## src/rtl/pchb_pkg.sv

```systemverilog
// Shared definitions for the PCHB merge: dual-rail codes, select codes,
// the two-state token FSM encoding and small rail-decoding helpers.
package pchb_pkg;

  localparam logic [1:0] DR_NULL = 2'b00;
  localparam logic [1:0] DR_0    = 2'b01;
  localparam logic [1:0] DR_1    = 2'b10;
  localparam logic [1:0] DR_ILL  = 2'b11;

  localparam logic [1:0] SEL_L0  = 2'b01;
  localparam logic [1:0] SEL_L1  = 2'b10;

  typedef enum logic {
    EMPTY = 1'b0,
    FULL  = 1'b1
  } state_t;

  // A single rail pair carries a data value (0 or 1)
  function automatic logic pair_is_data(input logic [1:0] pair);
    return (pair == DR_0) || (pair == DR_1);
  endfunction

  // A single rail pair has both rails high, which no sender may produce
  function automatic logic pair_is_ill(input logic [1:0] pair);
    return pair == DR_ILL;
  endfunction

endpackage

```

## src/rtl/pchb_merge_sync_dr_complete.sv

```systemverilog
// Dual-rail completion detector: reports whether every pair of a bus
// carries data, whether every pair is null, and whether any pair is illegal.
module dr_complete
  import pchb_pkg::*;
#(
  parameter int WIDTH = 1
) (
  input  logic [2*WIDTH-1:0] data,
  output logic               all_valid,
  output logic               all_null,
  output logic               any_ill
);

  logic [1:0] pair;

  // Walk the rail pairs and fold them into the three completion flags
  always_comb begin
    all_valid = 1'b1;
    all_null  = 1'b1;
    any_ill   = 1'b0;
    pair      = DR_NULL;
    for (int i = 0; i < WIDTH; i++) begin
      pair = data[2*i +: 2];
      if (!pair_is_data(pair)) all_valid = 1'b0;
      if (pair != DR_NULL)     all_null  = 1'b0;
      if (pair_is_ill(pair))   any_ill   = 1'b1;
    end
  end

endmodule

```

## src/rtl/pchb_merge_sync.sv

```systemverilog
// Clocked two-input PCHB merge. A dual-rail select picks L0 or L1; the
// chosen token is registered onto R and held until the four-phase return
// to null. Optional illegal-code checker enabled by macro PCHB_MERGE_CHK_EN,
// which adds a sticky err output.
module pchb_merge_sync
  import pchb_pkg::*;
#(
  parameter int WIDTH = 1
) (
  input  logic               CLK,
  input  logic               RESET,
  input  logic [2*WIDTH-1:0] L0,
  output logic               L0e,
  input  logic [2*WIDTH-1:0] L1,
  output logic               L1e,
  input  logic [1:0]         sel,
  output logic               sele,
  output logic [2*WIDTH-1:0] R,
  input  logic               Re
`ifdef PCHB_MERGE_CHK_EN
  ,
  output logic               err
`endif
);

  state_t             state_q, state_d;
  logic               chan_q, chan_d;
  logic [2*WIDTH-1:0] r_q, r_d;
  logic               l0e_q, l0e_d;
  logic               l1e_q, l1e_d;
  logic               sele_q, sele_d;

  logic l0_valid, l0_null, l0_ill;
  logic l1_valid, l1_null, l1_ill;
  logic sel_valid, sel_null, sel_ill;

  logic take_l1;
  logic cand_valid;
  logic cand_ill;
  logic held_null;
  logic do_transfer;
  logic do_release;

  dr_complete #(.WIDTH(WIDTH)) u_l0_complete (
    .data      (L0),
    .all_valid (l0_valid),
    .all_null  (l0_null),
    .any_ill   (l0_ill)
  );

  dr_complete #(.WIDTH(WIDTH)) u_l1_complete (
    .data      (L1),
    .all_valid (l1_valid),
    .all_null  (l1_null),
    .any_ill   (l1_ill)
  );

  dr_complete #(.WIDTH(1)) u_sel_complete (
    .data      (sel),
    .all_valid (sel_valid),
    .all_null  (sel_null),
    .any_ill   (sel_ill)
  );

  // Decode which channel the select points at and the handshake conditions;
  // illegal codes are excluded explicitly so they can never be consumed
  always_comb begin
    take_l1     = (sel == SEL_L1);
    cand_valid  = take_l1 ? l1_valid : l0_valid;
    cand_ill    = take_l1 ? l1_ill   : l0_ill;
    held_null   = chan_q  ? l1_null  : l0_null;
    do_transfer = Re && sel_valid && !sel_ill && cand_valid && !cand_ill;
    do_release  = !Re && sel_null && held_null;
  end

  // Next-state and next-output logic for the EMPTY/FULL token FSM
  always_comb begin
    state_d = state_q;
    chan_d  = chan_q;
    r_d     = r_q;
    l0e_d   = l0e_q;
    l1e_d   = l1e_q;
    sele_d  = sele_q;
    case (state_q)
      EMPTY: begin
        if (do_transfer) begin
          state_d = FULL;
          chan_d  = take_l1;
          r_d     = take_l1 ? L1 : L0;
          sele_d  = 1'b0;
          if (take_l1) l1e_d = 1'b0;
          else         l0e_d = 1'b0;
        end
      end
      FULL: begin
        if (do_release) begin
          state_d = EMPTY;
          r_d     = '0;
          sele_d  = 1'b1;
          l0e_d   = 1'b1;
          l1e_d   = 1'b1;
        end
      end
    endcase
  end

  // Registered state and outputs; reset wins over any handshake in flight
  always_ff @(posedge CLK) begin
    if (RESET) begin
      state_q <= EMPTY;
      chan_q  <= 1'b0;
      r_q     <= '0;
      l0e_q   <= 1'b1;
      l1e_q   <= 1'b1;
      sele_q  <= 1'b1;
    end else begin
      state_q <= state_d;
      chan_q  <= chan_d;
      r_q     <= r_d;
      l0e_q   <= l0e_d;
      l1e_q   <= l1e_d;
      sele_q  <= sele_d;
    end
  end

  assign R    = r_q;
  assign L0e  = l0e_q;
  assign L1e  = l1e_q;
  assign sele = sele_q;

`ifdef PCHB_MERGE_CHK_EN
  logic err_q;
  logic err_set;

  // An illegal select, or an illegal selected channel while waiting, flags an error
  always_comb begin
    err_set = sel_ill || ((state_q == EMPTY) && sel_valid && cand_ill);
  end

  // Sticky error flag, cleared only by reset
  always_ff @(posedge CLK) begin
    if (RESET) err_q <= 1'b0;
    else       err_q <= err_q | err_set;
  end

  assign err = err_q;
`endif

endmodule

```

## config.mk

```make
export PLATFORM = sky130hd
export DESIGN_NAME = pchb_merge_sync
export DESIGN_NICKNAME = d
export VERILOG_FILES = /design/src/rtl/pchb_pkg.sv /design/src/rtl/pchb_merge_sync_dr_complete.sv /design/src/rtl/pchb_merge_sync.sv
export SDC_FILE = /design/constraint.sdc
export NUM_CORES = 1
export LEC_CHECK = 0
export ABC_AREA = 1
export CAP_MARGIN = 20
export CORE_MARGIN = 3
export CORE_UTILIZATION = 25
export DETAILED_ROUTE_END_ITERATION = 16
export GPL_TIMING_DRIVEN = 0
export MAX_ROUTING_LAYER = met4
export PLACE_DENSITY_LB_ADDON = 0.12
export SLEW_MARGIN = 20
export SYNTH_ARGS = -nofsm -noshare
export SYNTH_HDL_FRONTEND = slang
export SYNTH_HIERARCHICAL = 1
export SYNTH_SLANG_ARGS = --single-unit
```

## constraint.sdc

```tcl
create_clock -name CLK -period 1.3 [get_ports CLK]
set_input_delay 0.195 -clock CLK [delete_from_list [all_inputs] [get_ports CLK]]
set_output_delay 0.195 -clock CLK [all_outputs]
set_load 0.02 [all_outputs]
```

==> Word-level counts from Yosys, hierarchy flattened <==
Cells that the tools add are included.
{ "classes": {"n_addsub": 0, "multipliers": 0, "div": 0, "n_lt_le_gt_ge": 0, "eq_ne": 13, "shifts": 0, "muxes": 28, "bitwise_logic": 1, "reduce_logical": 19} }
{ "ops": {"columns": ["cell", "count"], "rows": [
  ["2-to-1 mux 1 bit", 20],
  ["== test 2 bit, second input constant", 6],
  ["one-hot mux 1 bit (2 select lines)", 4],
  ["== test 2 x 1 -> 1 bit, second input constant", 3],
  ["logical AND 1 bit", 6],
  ["2-to-1 mux 2 bit", 3],
  ["inequality test 2 bit, second input constant", 3],
  ["AND reduction 3 bit", 2],
  ["nonzero test 2 bit", 3],
  ["one-hot mux 2 bit (2 select lines)", 1],
  ["AND reduction 2 bit", 2],
  ["logical NOT 1 bit", 3],
  ["logical OR 1 bit", 3],
  ["inequality test 2 x 1 -> 1 bit, second input constant", 1],
  ["NOT 1 bit", 1]
]} }
{ "totals": {"register_bits": 7, "latchBits": 0, "ramBits": 0, "romBits": 0, "in_bits": 9, "out_inout_bits": 5, "wordCells": 67, "memories": 0} }

==> Depth between registers and ports, before layout <==
Gate-level depths: netlist of run 1.
{ "logic_depth": {"depth_word": 9, "mapped_depth": 9, "depth_no_buf": 9} }

==> Hierarchy <==
The synthesis of run 1 kept the hierarchy.
{ "by_module_without_submodules": {"columns": ["module", "n_inst", "cells_each", "area_per_inst_um2", "seq_area_each_um2"], "rows": [
  ["pchb_merge_sync", 1, 65, 414.1, 140.1],
  ["dr_complete", 3, 4, 32.5, 0.0]
]} }

==> Least setup slack after synthesis of run 1 <==
Ideal clock, no wire load.
{ "synth_timing": {"kind": "input to register", "startpoint": "in sel[0]", "endpoint": "reg l0e_q, in the netlist L0e", "setup_ps": 113, "t_arrival_ps": 957, "t_required_ps": 1187, "slack_ps": 230, "stages": 9, "n_path_buf": 0, "cell_sequence": "inv_1 > ha_1 > nand2_2 > nor2_4 > nand3_4 > nand2_2 > nand2_1 > nand2_1 > nand2_1"} }
{ "synth_between": {"elab_chain_cells": 9, "word_cells_on_any_way": 22, "cone_classes": "6 x eq/ne; 5 x mux; 11 x reduce/logical"} }
{ "synth_lines": {"columns": ["item", "line_no", "source"], "rows": [
  ["start, declared", "pchb_merge_sync.sv:16", "input logic [1:0] sel,"],
  ["== test 2 x 1 -> 1 bit or == test 2 bit (tied branches)", "pchb_pkg.sv:20", "return (pair == DR_0) || (pair == DR_1);"],
  ["logical OR 1 bit *", "pchb_pkg.sv:20", null],
  ["2-to-1 mux 1 bit *", "pchb_merge_sync_dr_complete.sv:24", "if (!pair_is_data(pair)) all_valid = 1'b0;"],
  ["via sel_valid", "pchb_merge_sync.sv:35", "logic sel_valid, sel_null, sel_ill;"],
  ["logical AND 1 bit * (4 in a row)", "pchb_merge_sync.sv:72", "do_transfer = Re && sel_valid && !sel_ill && cand_valid && !cand_ill;"],
  ["inequality test 2 bit (no line) *", null, null],
  ["AND reduction 3 bit (no line) *", null, null],
  ["end signal, assigned", "pchb_merge_sync.sv:120", "l0e_q <= l0e_d;"],
  ["end, declared", "pchb_merge_sync.sv:29", "logic l0e_q, l0e_d;"]
]} }
Mark *: on every way through the listed nets, which the timed path passes. The rest lies on a longest branch.
A chain may end at the register's enable or synchronous reset.

==> Final worst setup path of run 1 <==
{ "layout_timing": {"startpoint": "in sel[1]", "endpoint": "reg l1e_q, in the netlist L1e"} }
{ "layout_between": {"elab_chain_cells": 9, "word_cells_on_any_way": 22, "cone_classes": "6 x eq/ne; 5 x mux; 11 x reduce/logical"} }
{ "layout_lines": {"columns": ["item", "line_no", "source"], "rows": [
  ["== test 2 x 1 -> 1 bit or == test 2 bit (tied branches)", "pchb_pkg.sv:20", null],
  ["logical OR 1 bit *", "pchb_pkg.sv:20", null],
  ["2-to-1 mux 1 bit *", "pchb_merge_sync_dr_complete.sv:24", null],
  ["via sel_valid", "pchb_merge_sync.sv:35", null],
  ["logical AND 1 bit * (4 in a row)", "pchb_merge_sync.sv:72", null],
  ["inequality test 2 bit (no line) *", null, null],
  ["AND reduction 3 bit (no line) *", null, null],
  ["end signal, assigned", "pchb_merge_sync.sv:121", "l1e_q <= l1e_d;"],
  ["end, declared", "pchb_merge_sync.sv:30", "logic l1e_q, l1e_d;"]
]} }
Marked as above.

==> results of run 1 <==
power breakdown:
group,internal (mW),switching [mW]
clock,0.117,0.0746
combinational,0.0585,0.0847
sequential,0.227,0.00613
total,0.402,0.165
cell families (layout without fill, tap and decap cells):
group / after synthesis / count (layout)
and+or+nand+nor: 42 / 42
AOI/OAI and AO/OA: 4 / 4
adders and majority gates: 6 / 6
DFF: 7 / 7
buffers and inverters: 18 / 35
final cells by class:
type	count	area, µm²	share of cell area [%]
sequential	7	140.1	20.18
tap	25	31.28	4.505
timing repair buffer	13	113.9	16.40
multi-input combinational	52	315.3	45.41
clock buffer	4	26.28	3.784
inverter	18	67.56	9.730
placed cells by master (no fill, tap or decap), types with 2 or more instances in the layout:
cell	count
inv_1	15
nor2_4	2
dlygate4sd2_1	9
a21oi_1	3
clkdlybuf4s50_1	2
ha_1	6
nand2_1	23
dfxtp_1	7
inv_2	3
nand2_2	5
nand3_1	7
nor2_1	2
clkbuf_4	3
synth_stat cells:
cell type,instances
dfxtp_1,7
nor2_1,3
nand2_1,23
nand2_2,5
inv_2,3
ha_1,6
a21oi_1,4
nand3_1,8
nand3_4,1
inv_1,15
nor2_4,2
what timing repair did:
| item | in CTS | in global routing |
|---|---|---|
| endpoints found under the setup margin | 12 | 4 |
| pin swaps | 1 | 0 |
| resized for setup | 12 | 5 |
| hold buffers | 0 | 0 |
worst paths after layout:
| check | depth (start not counted) | from | slack (ns) | to |
|---|---|---|---|---|
| setup reg to reg | 8 | state_q | 0.22 | L1e |
| setup / recovery | 10 | sel[1] | 0.12 | L1e |
| hold / removal | 4 | sel[0] | 0.34 | chan_q |
| hold reg to reg | 2 | L0e | 0.44 | L0e |
worst max-delay path: cells and delay by family:
kind	cells	cell delay, ns
and+or+nand+nor	7	0.53
adders and majority gates	1	0.28
buffers and inverters	2	0.31
sequential cells by signal, summed over array words and instances (netlist names):
register	cells
L0e	1
L1e	1
chan_q	1
R	2
state_q	1
sele	1
layer usage:
metal  wire length [µm]  global-route usage (%)
met3                 48                   4.373
met4                  0                   2.620
met1                463                   11.07
met5                  0                       -
met2                448                   13.52
metrics by stage:
stage	worst slack (ns)	instance area, µm²	cells	hold slack (ns)	util (%)
6_report	0.1171	694.4	119	0.3425	38.14
5_1_grt	0.006047	694.4	119	0.3820	38.14
4_1_cts	0.03634	690.7	119	0.4475	37.94
3_5_place_dp	-0.4995	673.1	115	0.4365	36.98
3_3_place_gp	-0.5004	673.1	115	0.4353	36.98
2_1_floorplan	0.2298	511.7	77	0.2641	-
==> summary by stage, run 1 <==
Synthesis
The area share of and/or/nand/nor cells after synthesis is 40.83%. The number of nets in the synthesized netlist is 92. The cell type with the largest total area after synthesis is dfxtp_1. The Yosys warning count is 6.

Summing the areas of all xor and xnor instances in the mapped netlist gives 0% of the synthesized area. By area, the combinational part of the netlist is dominated by simple AND/OR/NAND/NOR gates. Sequential cells were found to cover 27.38% of the synthesized design area. The synthesized area divided by synthesized cell count is 6.646 µm². The proportion of netlist area held by the largest area contributor is 27.38%.

The synthesized netlist devotes 14.67% of its cell area to adder and majority cells. The count of different cell masters after synthesis is 11. Sorting the synthesized cells by area gives the leading types as dfxtp_1 (27%), nand2_1 (17%), ha_1 (15%), inv_1 (11%), nand3_1 (7.8%). The synthesized design contains 7 register bits. The netlist area before placement is 511.7 µm². The share of cell area taken by muxes after synthesis is 0%.

The synthesized netlist devotes 3.912% of its cell area to compound gates. The count of mapped cells out of synthesis is 77.

Global routing
The global-route wire length before repair is 1.759 mm. The number of antenna violations at the first check in global routing came to 0. Entering global routing, the biggest net connects 9 pins. The total routing usage reported by global routing is 9.147%. The remaining global-route overflow is 0. The number of global-route vias before repair is 435.

STA
Setup violations remaining at the end of the flow were counted as 0. The transition time at the pin with the least slew margin is 0.2113 ns. The shortest period the worst path allows is 1.183 ns.

On the final layout, the worst clock skew is 0.0004293 ns. The max-slew violation total from the final report is 0. In the finished design, the share of the clock period the worst path needs comes to 90.99%. The number of failing hold endpoints at the final stage is 0.

Headroom to the max-slew limit came out at 85.97%. Static timing analysis puts the maximum clock frequency at 845.4 MHz. The sum of negative setup slack is 0 ns. Setup repair after global routing left no endpoint under its margin.

Placement
The post-DP HPWL is 795.8 µm. At the end of routability-driven placement, the weighted congestion stood at 0.6714. The number of I/O port buffers is 13.

Clock network
CTS placed an instance of clkbuf_4 at the clock tree root. The TritonCTS clock tree is done. Counting the buffers created by CTS gives 3. The later pin in the worst-skew pair is clocked with a latency of 0.25 ns. The total number of H-tree levels is 1. The number of buffers added for setup after CTS is 0.

The number of buffers on the longest clock path is 2. The clock transition time at the flip-flop clock pins of the worst setup and hold paths is 0.05 ns. Counting every sink on the clock net gives 7.

Floorplanning
The number of standard-cell rows in the floorplan is 15. The overall die width is 51.25 µm. 14 I/O pins were placed.

The area of the die is 2626 µm². The core area is 1821 µm². Once the floorplan was initialized, standard cells occupied 28.11% of the core. Measured along the y axis, the die boundary spans 51.25 µm.

Worst setup path
The maximum fanout along the worst path is 8. The critical path data required time is 1.44 ns. The kind of end point of the critical path is a flip-flop. Traced cell by cell, the critical path runs through clkdlybuf4s15_1, inv_1, ha_1, nand2_2, nor2_4, nand3_4, nand2_2, nand2_1, nand2_1, nand2_1. In this design, the critical path's most frequently occurring cell is nand2_1. Among all stages on the critical path, the largest delay is contributed by ha_1.

The kind of start point of the critical path is an input port. The biggest cell delay along the critical path is 0.28 ns. The class of the most critical setup path is input port to flip-flop. The signal arrival time at the worst endpoint is 1.33 ns.

Detailed routing
The DRC violations left is 0. The number of antenna-violating nets in the routed design is 0. After the first detailed-routing iteration, the DRC count stood at 8.

The average wire per cell in the routed design is 8.067 µm. The final wirelength is 960 µm. The count of TritonRoute iterations in the first routing pass is 4. The detailed router placed 487 vias in this run. After detailed routing, the number of vias per cell comes to 4.092.

Pwr
The leakage power figure is 0.3712 nW. The power per cell area is 817.5 nW/µm². The maximum VDD drop is 0.0007085 V. The overall power consumption is 0.5677 mW.

Run
Across the run, the number of max-cap violations was 0.

Run status
The run finished with clean final reports.

Final layout
The fraction of layout cells with a size suffix above 1 is 19.15%. The layout has 211 filler cells. The repair_antennas step left the layout with diodes totalling 0. The final net count is 110.

The area growth from synthesis to layout is 35.70%.

Hold path
The type of the most critical hold path is input port to flip-flop.
No activity file was read; power rests on OpenSTA's default activity.
==> run 2, diff against run 1 <==
--- a/config.mk
+++ b/config.mk
@@ -6,13 +6,13 @@
 export NUM_CORES = 1
 export LEC_CHECK = 0
 export ABC_AREA = 1
-export CAP_MARGIN = 20
+export CAP_MARGIN = 30
 export CORE_MARGIN = 3
 export CORE_UTILIZATION = 25
 export DETAILED_ROUTE_END_ITERATION = 16
 export GPL_TIMING_DRIVEN = 0
 export MAX_ROUTING_LAYER = met4
-export PLACE_DENSITY_LB_ADDON = 0.12
+export PLACE_DENSITY = 0.46
 export SLEW_MARGIN = 20
 export SYNTH_ARGS = -nofsm -noshare
 export SYNTH_HDL_FRONTEND = slang
==> run 2 against run 1 <==
Total power up 2.1%; largest cell class unchanged; critical path type unchanged; worst hold slack worse by 0.010 ns; sequential share of layout area up 0.18 points; critical endpoint unchanged.
==> summary by stage, run 2 (same netlist as run 1, synthesis figures left out) <==
Run status
The run finished with clean final reports.

Floorplanning
The die span in y was 51.25 µm (unchanged). The count of pins on the block boundary came to 14 (unchanged). The number of standard-cell rows in the floorplan came to 15 (unchanged). The starting utilization of the core area came to 28.11% (unchanged). The overall die width is 51.25 µm (unchanged). The area of the die came to 2626 µm² (unchanged).

The core area is 1821 µm² (unchanged).

Pwr
The total internal power is 0.4022 mW (about the same). The share of power burned in combinational logic is 24.5% (-0.7 points). The overall power consumption was 0.5794 mW (+2.1%). The share of power burned in the clock network is 35.3% (+1.6 points).

The power dissipated by switching net loads is 0.1773 mW (+7.2%). The power per cell area came to 842.0 nW/µm² (+3.0%). The share of total power consumed by net switching was 30.59% (+1.5 points). The maximum VDD drop is 0.0005118 V (-28%). The leakage power figure is 0.3714 nW (about the same). The part of the total power dissipated in sequential elements is 40.2% (-0.9 points).

Clock network
The number of buffers inserted during clock tree synthesis is 3 (unchanged). The number of clock sinks was 7 (unchanged). The number of buffers on the longest clock path is 2 (unchanged).

The cts-stage hold buffer count was 0 (unchanged). The clock insertion delay at the later pin of the skew report is 0.26 ns (about the same). The TritonCTS clock tree is done. The clock transition time at the flip-flop clock pins of the worst setup and hold paths came to 0.05 ns (about the same). The clock root buffer is clkbuf_4.

The total number of H-tree levels is 1 (unchanged).

Final layout
The fill cell total of the finished layout came to 214 (+1.4%). The number of flip-flops under the largest register name was 2 (unchanged). Leaving out fill and tap cells, the most frequent cells in the layout are nand2_1 (23), inv_1 (15), dlygate4sd2_1 (9). The final net count is 110 (unchanged). Relative to the synthesized area, the layout overhead comes to 34.47%.

The count of inserted antenna diode cells is 0 (unchanged). The share of the core filled with cells in the final layout is 37.80% (-0.34 points). The commonest non-fill, non-tap cell in the layout is nand2_1.

The post-layout instance count excluding filler cells is 119 (unchanged). The fraction of layout cells with a size suffix above 1 is 17.02% (-2.1 points).

STA
The maximum clock frequency is 858.5 MHz (+1.6%). The tightest hold margin is 0.3324 ns (-0.01009 ns). The normalized max-slew margin came to 86.07% (+0.11 points). The transition time at the pin with the least slew margin was 0.2097 ns (-0.001602 ns). Setup repair after global routing left no endpoint under its margin.

The largest clock skew in the final design is 0.004299 ns (+0.003870 ns). The final count of negative-setup-slack endpoints is 0 (unchanged). The max-slew violation total from the final report is 0 (unchanged). The shortest period the worst path allows came to 1.165 ns (-0.01806 ns). The number of failing hold endpoints at the final stage is 0 (unchanged). The part of the cycle the worst path needs was 89.60% (-1.4 points).

Placement
The number of I/O port buffers is 13 (unchanged). The instance count after placement with tap cells included is 115 (unchanged). The final weighted congestion of routability-driven global placement is 0.7079 (+5.4%). The post-DP HPWL came to 809.8 µm (+1.8%).

Worst setup path
The critical path goes through clkdlybuf4s15_1, inv_1, ha_1, nand2_2, nor2_4, nand3_4, nand2_2, nand2_1, nand2_1, nand2_1. The maximum fanout along the worst path was 8 (unchanged). The kind of start point of the critical path is an input port. The biggest cell delay along the critical path was 0.28 ns (about the same). The critical path is of the input port to flip-flop type. The number of buffers and inverters on the critical path is 2 (unchanged). The most numerous cell on the critical path is nand2_1. The signal arrival time at the worst endpoint is 1.31 ns (-0.02 ns). The worst setup path is captured at a flip-flop. In this design, the largest share of critical-path delay is due to simple AND/OR/NAND/NOR gates.

The critical path data required time is 1.45 ns (about the same). The critical-path cell with the highest stage delay is ha_1.

Detailed routing
The DRC violations left is 0 (unchanged). The count of TritonRoute iterations in the first routing pass came to 1 (-3). The via count is 482 (-1.0%).

The final wirelength came to 1.011 mm (+5.3%). The number of DRC violations after detailed-routing iteration 0 was 0 (-8). The via count normalized by instance count is 4.050 (-1.0%). The average wire per cell in the routed design is 8.496 µm (+5.3%). The number of antenna-violating nets in the routed design was 0 (unchanged).

Global routing
The pin count of the biggest net entering global routing is 9 (unchanged). The number of antenna violations at the first check in global routing is 0 (unchanged). The remaining global-route overflow is 0 (unchanged).

The total routing usage reported by global routing is 10.21% (+1.1 points). The global-route wire length before repair is 1.945 mm (+11%). The number of global-route vias before repair is 486 (+12%).

Hold path
The type of the most critical hold path is input port to flip-flop.

Run
The count of maximum capacitance violations is 0 (unchanged).
==> run 2: cell counts in the layout (fill, tap and decap cells not counted) <==
Identical to the previous run, type by type.
==> run 2: what timing repair did <==
item,4_1_cts,5_1_grt
setup buffers,0,0
endpoints found under the setup margin,12,4
pin swaps,1,0
resized for setup,12,3
==> run 2: area by class of cell <==
type,instances,area [µm²],area share [%]
clock buffers,4,26.28,3.818
repair buffers,13,113.9,16.55
inverters,18,67.56,9.818
multi-input cells,52,309.0,44.91
well taps,25,31.28,4.545
flip-flops and latches,7,140.1,20.36
==> run 2: stage by stage <==
step	setup slack, ns	instance area [µm²]	TNS, ns
after floorplan	0.2298	511.7	0
after global placement	-0.5058	673.1	-3.158
after detailed placement	-0.5054	673.1	-3.184
after CTS	0.03910	690.7	0
after global routing	0.007885	688.2	0
final	0.1352	688.2	0
==> run 2: metal layers <==
metal  GRT usage (%)  share of wire [%]
met1           11.80                 48
met2           15.67                 46
met3           3.499                4.7
met4           5.240               0.89
met5               -                  0
==> run 2: worst register-to-register path: cells and delay by family, from the launching register on <==
family / cells / cell delay [ns]
flops: 1 / 0.33
buf+inv: 1 / 0.12
simple gates: 7 / 0.53
==> run 2: final timing paths <==
path / startpoint / end / slack, ns / cells past startpoint
hold reg to reg: L0e / L0e / 0.45 / 2
setup reg to reg: state_q / L1e / 0.21 / 8
hold / removal: sel[0] / chan_q / 0.33 / 4
setup / recovery: sel[1] / L1e / 0.14 / 10
==> run 2: power by group through the flow <==
stage | sequential (mW) | combinational [mW] | clock (mW)
detailed placement | 0.238 | 0.156 | 0
CTS | 0.233 | 0.145 | 0.214
floorplan | 0.248 | 0.0812 | 0
finish | 0.233 | 0.142 | 0.205
global route | 0.235 | 0.165 | 0.233
global placement | 0.237 | 0.156 | 0
==> run 3, diff against run 2 <==
--- a/config.mk
+++ b/config.mk
@@ -10,7 +10,7 @@
 export CORE_MARGIN = 3
 export CORE_UTILIZATION = 25
 export DETAILED_ROUTE_END_ITERATION = 16
-export GPL_TIMING_DRIVEN = 0
+export GPL_TIMING_DRIVEN = 1
 export MAX_ROUTING_LAYER = met4
 export PLACE_DENSITY = 0.46
 export SLEW_MARGIN = 20
==> run 3 against run 2 <==
First-iteration DRC count grew 3; sequential share of layout area fell by 1.9 points; setup slack gained 0.0087 ns; combinational power rose by 14%; via count grew 5.8%; flip-flop and latch count is the same; non-clock buffer count increased by 9; final cell count is 7.6% higher; largest power group unchanged.
==> summary by stage, run 3 (same netlist as run 1, synthesis figures left out) <==
Pwr
The leakage power figure came to 0.4148 nW (+12%). The share of power burned in the clock network is 33.1% (-2.2 points). The share of total power consumed by net switching came to 29.03% (-1.6 points). The maximum VDD drop is 0.0005781 V (+13%). The part of the total power dissipated in sequential elements is 39.4% (-0.8 points). The total internal power is 0.4197 mW (+4.3%).

The power dissipated by switching net loads is 0.1717 mW (-3.2%). The share of power burned in combinational logic was 27.5% (+3.0 points). The power per cell area is 778.6 nW/µm² (-7.5%).

Detailed routing
The number of DRC violations after detailed-routing iteration 0 is 3 (+3). The via count normalized by instance count is 3.984 (-1.6%). The DRC violations left is 0 (unchanged). The via count is 510 (+5.8%). The final wirelength was 1.002 mm (-0.89%). The number of antenna-violating nets in the routed design came to 0 (unchanged).

The average wire per cell in the routed design is 7.828 µm (-7.9%). The count of TritonRoute iterations in the first routing pass is 2 (+1).

Placement
The instance count after placement with tap cells included is 122 (+6.1%). The post-DP HPWL is 857.5 µm (+5.9%). The pre-CTS worst setup slack is -0.4041 ns (+0.1013 ns). The final weighted congestion of routability-driven global placement is 0.6843 (-3.3%). The number of I/O port buffers came to 13 (unchanged).

Global routing
The number of antenna violations at the first check in global routing is 0 (unchanged). The global-route wire length before repair is 1.897 mm (-2.5%). The total routing usage reported by global routing was 9.894% (-0.32 points).

The remaining global-route overflow is 0 (unchanged). The pin count of the biggest net entering global routing was 9 (unchanged). The number of global-route vias before repair is 467 (-3.9%).

Floorplanning
The number of standard-cell rows in the floorplan is 15 (unchanged). The core area was 1821 µm² (unchanged). The area of the die was 2626 µm² (unchanged). The starting utilization of the core area is 28.11% (unchanged). The count of pins on the block boundary came to 14 (unchanged). The overall die width is 51.25 µm (unchanged).

The die span in y is 51.25 µm (unchanged).

Clock network
The clock transition time at the flip-flop clock pins of the worst setup and hold paths was 0.05 ns (about the same). The total number of H-tree levels is 1 (unchanged). The number of clock sinks is 7 (unchanged). The cts-stage hold buffer count is 0 (unchanged). The clock insertion delay at the later pin of the skew report is 0.25 ns (about the same). Clock tree synthesis selected as its root buffer the cell clkbuf_4. The number of buffers on the longest clock path is 2 (unchanged).

The number of buffers inserted during clock tree synthesis came to 3 (unchanged). The TritonCTS clock tree is done.

Worst setup path
The signal arrival time at the worst endpoint came to 1.30 ns (about the same). The maximum fanout along the worst path was 8 (unchanged). The kind of end point of the critical path is a flip-flop. The kind of start point of the critical path is an input port. The class of the most critical setup path is input port to flip-flop. The count of cells along the worst register-to-register path came to 8 (unchanged).

The critical path data required time came to 1.44 ns (about the same).

Hold path
The number of cells on the worst hold path is 2 (-2). The min-delay analysis places its worst path in the category flip-flop to flip-flop.

Final layout
Leaving out fill and tap cells, the most frequent cells in the layout are nand2_1 (23), inv_1 (15), dlygate4sd2_1 (10). From synthesis to final layout, the design area changed by 48.41%. The number of flip-flops under the largest register name was 2 (unchanged). The fraction of layout cells with a size suffix above 1 is 23.30% (+6.3 points). Leaving out fill and tap cells, the most frequent cell in the layout is nand2_1. The fill cell total of the finished layout is 205 (-4.2%). The final net count came to 119 (+8.2%). The post-layout instance count excluding filler cells is 128 (+7.6%). The count of inserted antenna diode cells is 0 (unchanged).

STA
The maximum clock frequency was 864.9 MHz (+0.75%). The normalized max-slew margin is 85.41% (-0.67 points). The shortest period the worst path allows was 1.156 ns (-0.008697 ns).

The max-slew violation total from the final report was 0 (unchanged). The sum of negative setup slack came to 0 ns (unchanged). The part of the cycle the worst path needs is 88.93% (-0.67 points).

Setup repair after global routing left no endpoint under its margin. The minimum setup slack in the final design is 0.1439 ns (+0.008697 ns). The final count of negative-setup-slack endpoints was 0 (unchanged).

The transition time at the pin with the least slew margin was 0.2198 ns (+0.01003 ns). The number of failing hold endpoints at the final stage is 0 (unchanged). The largest clock skew in the final design was 0.005070 ns (+0.0007712 ns).

Run
The count of maximum capacitance violations is 0 (unchanged).

Run status
The flow ran to the end, and the final reports show no timing, DRC or antenna violations.
## run 3: cell count changes in the layout (fill, tap and decap cells not counted), sizes merged
cell,previous run,this run
clkbuf,5,4
buf,0,9
dlygate4sd2,9,10
## run 3: critical path, cell delays in order
cell           delay, ns
dlygate4sd2_1       0.23
inv_1               0.05
ha_1                0.27
nand2_2             0.06
nor2_4              0.13
nand3_4             0.12
nand2_2             0.08
nand2_1             0.05
nand2_1             0.05
nand2_1             0.05
## run 3: metal layers
metal	vias up	track usage [%]	part of all wire, %
li1	284	-	-
met1	217	12.83	48
met2	9	13.95	48
met3	0	3.499	3.2
met4	0	3.930	0
met5	-	-	0
## run 3: metrics by stage
stage	area [µm²]	hold WS [ns]	power, mW	util (%)
after CTS	753.2	0.4483	0.5987	41.37
after floorplan	511.7	0.2641	0.3295	-
final	759.5	0.4410	0.5913	41.72
after detailed placement	725.7	0.4398	0.4093	39.86
after global routing	759.5	0.4691	0.6339	41.72
after global placement	725.7	0.4390	0.4096	39.86
## run 3: timing repair
item,CTS,global route
endpoints found under the setup margin,12,3
pin swaps,3,1
endpoints found under the hold margin,0,0
buffers inserted,2,0
gates resized for setup,11,2
## run 3: power groups by stage
stage	logic (mW)	clock network, mW	registers (mW)
floorplan	0.0812	0	0.248
global placement	0.172	0	0.238
detailed placement	0.172	0	0.238
CTS	0.165	0.201	0.233
global route	0.186	0.213	0.235
finish	0.162	0.196	0.233
## run 3: layout make-up
cell class              count  area, µm²  area share (%)
inverters                  18      67.56           8.896
repair buffers             22      185.2           24.38
clock buffers               4      26.28           3.460
multi-input cells          52      309.0           40.69
flip-flops and latches      7      140.1           18.45
well taps                  25      31.28           4.119
## run 3: worst paths after layout
check                from    to  slack [ns]
hold reg to reg      sele  sele        0.44
setup / recovery   sel[1]   L1e        0.14
setup reg to reg  state_q   L1e        0.19
hold / removal       sele  sele        0.44
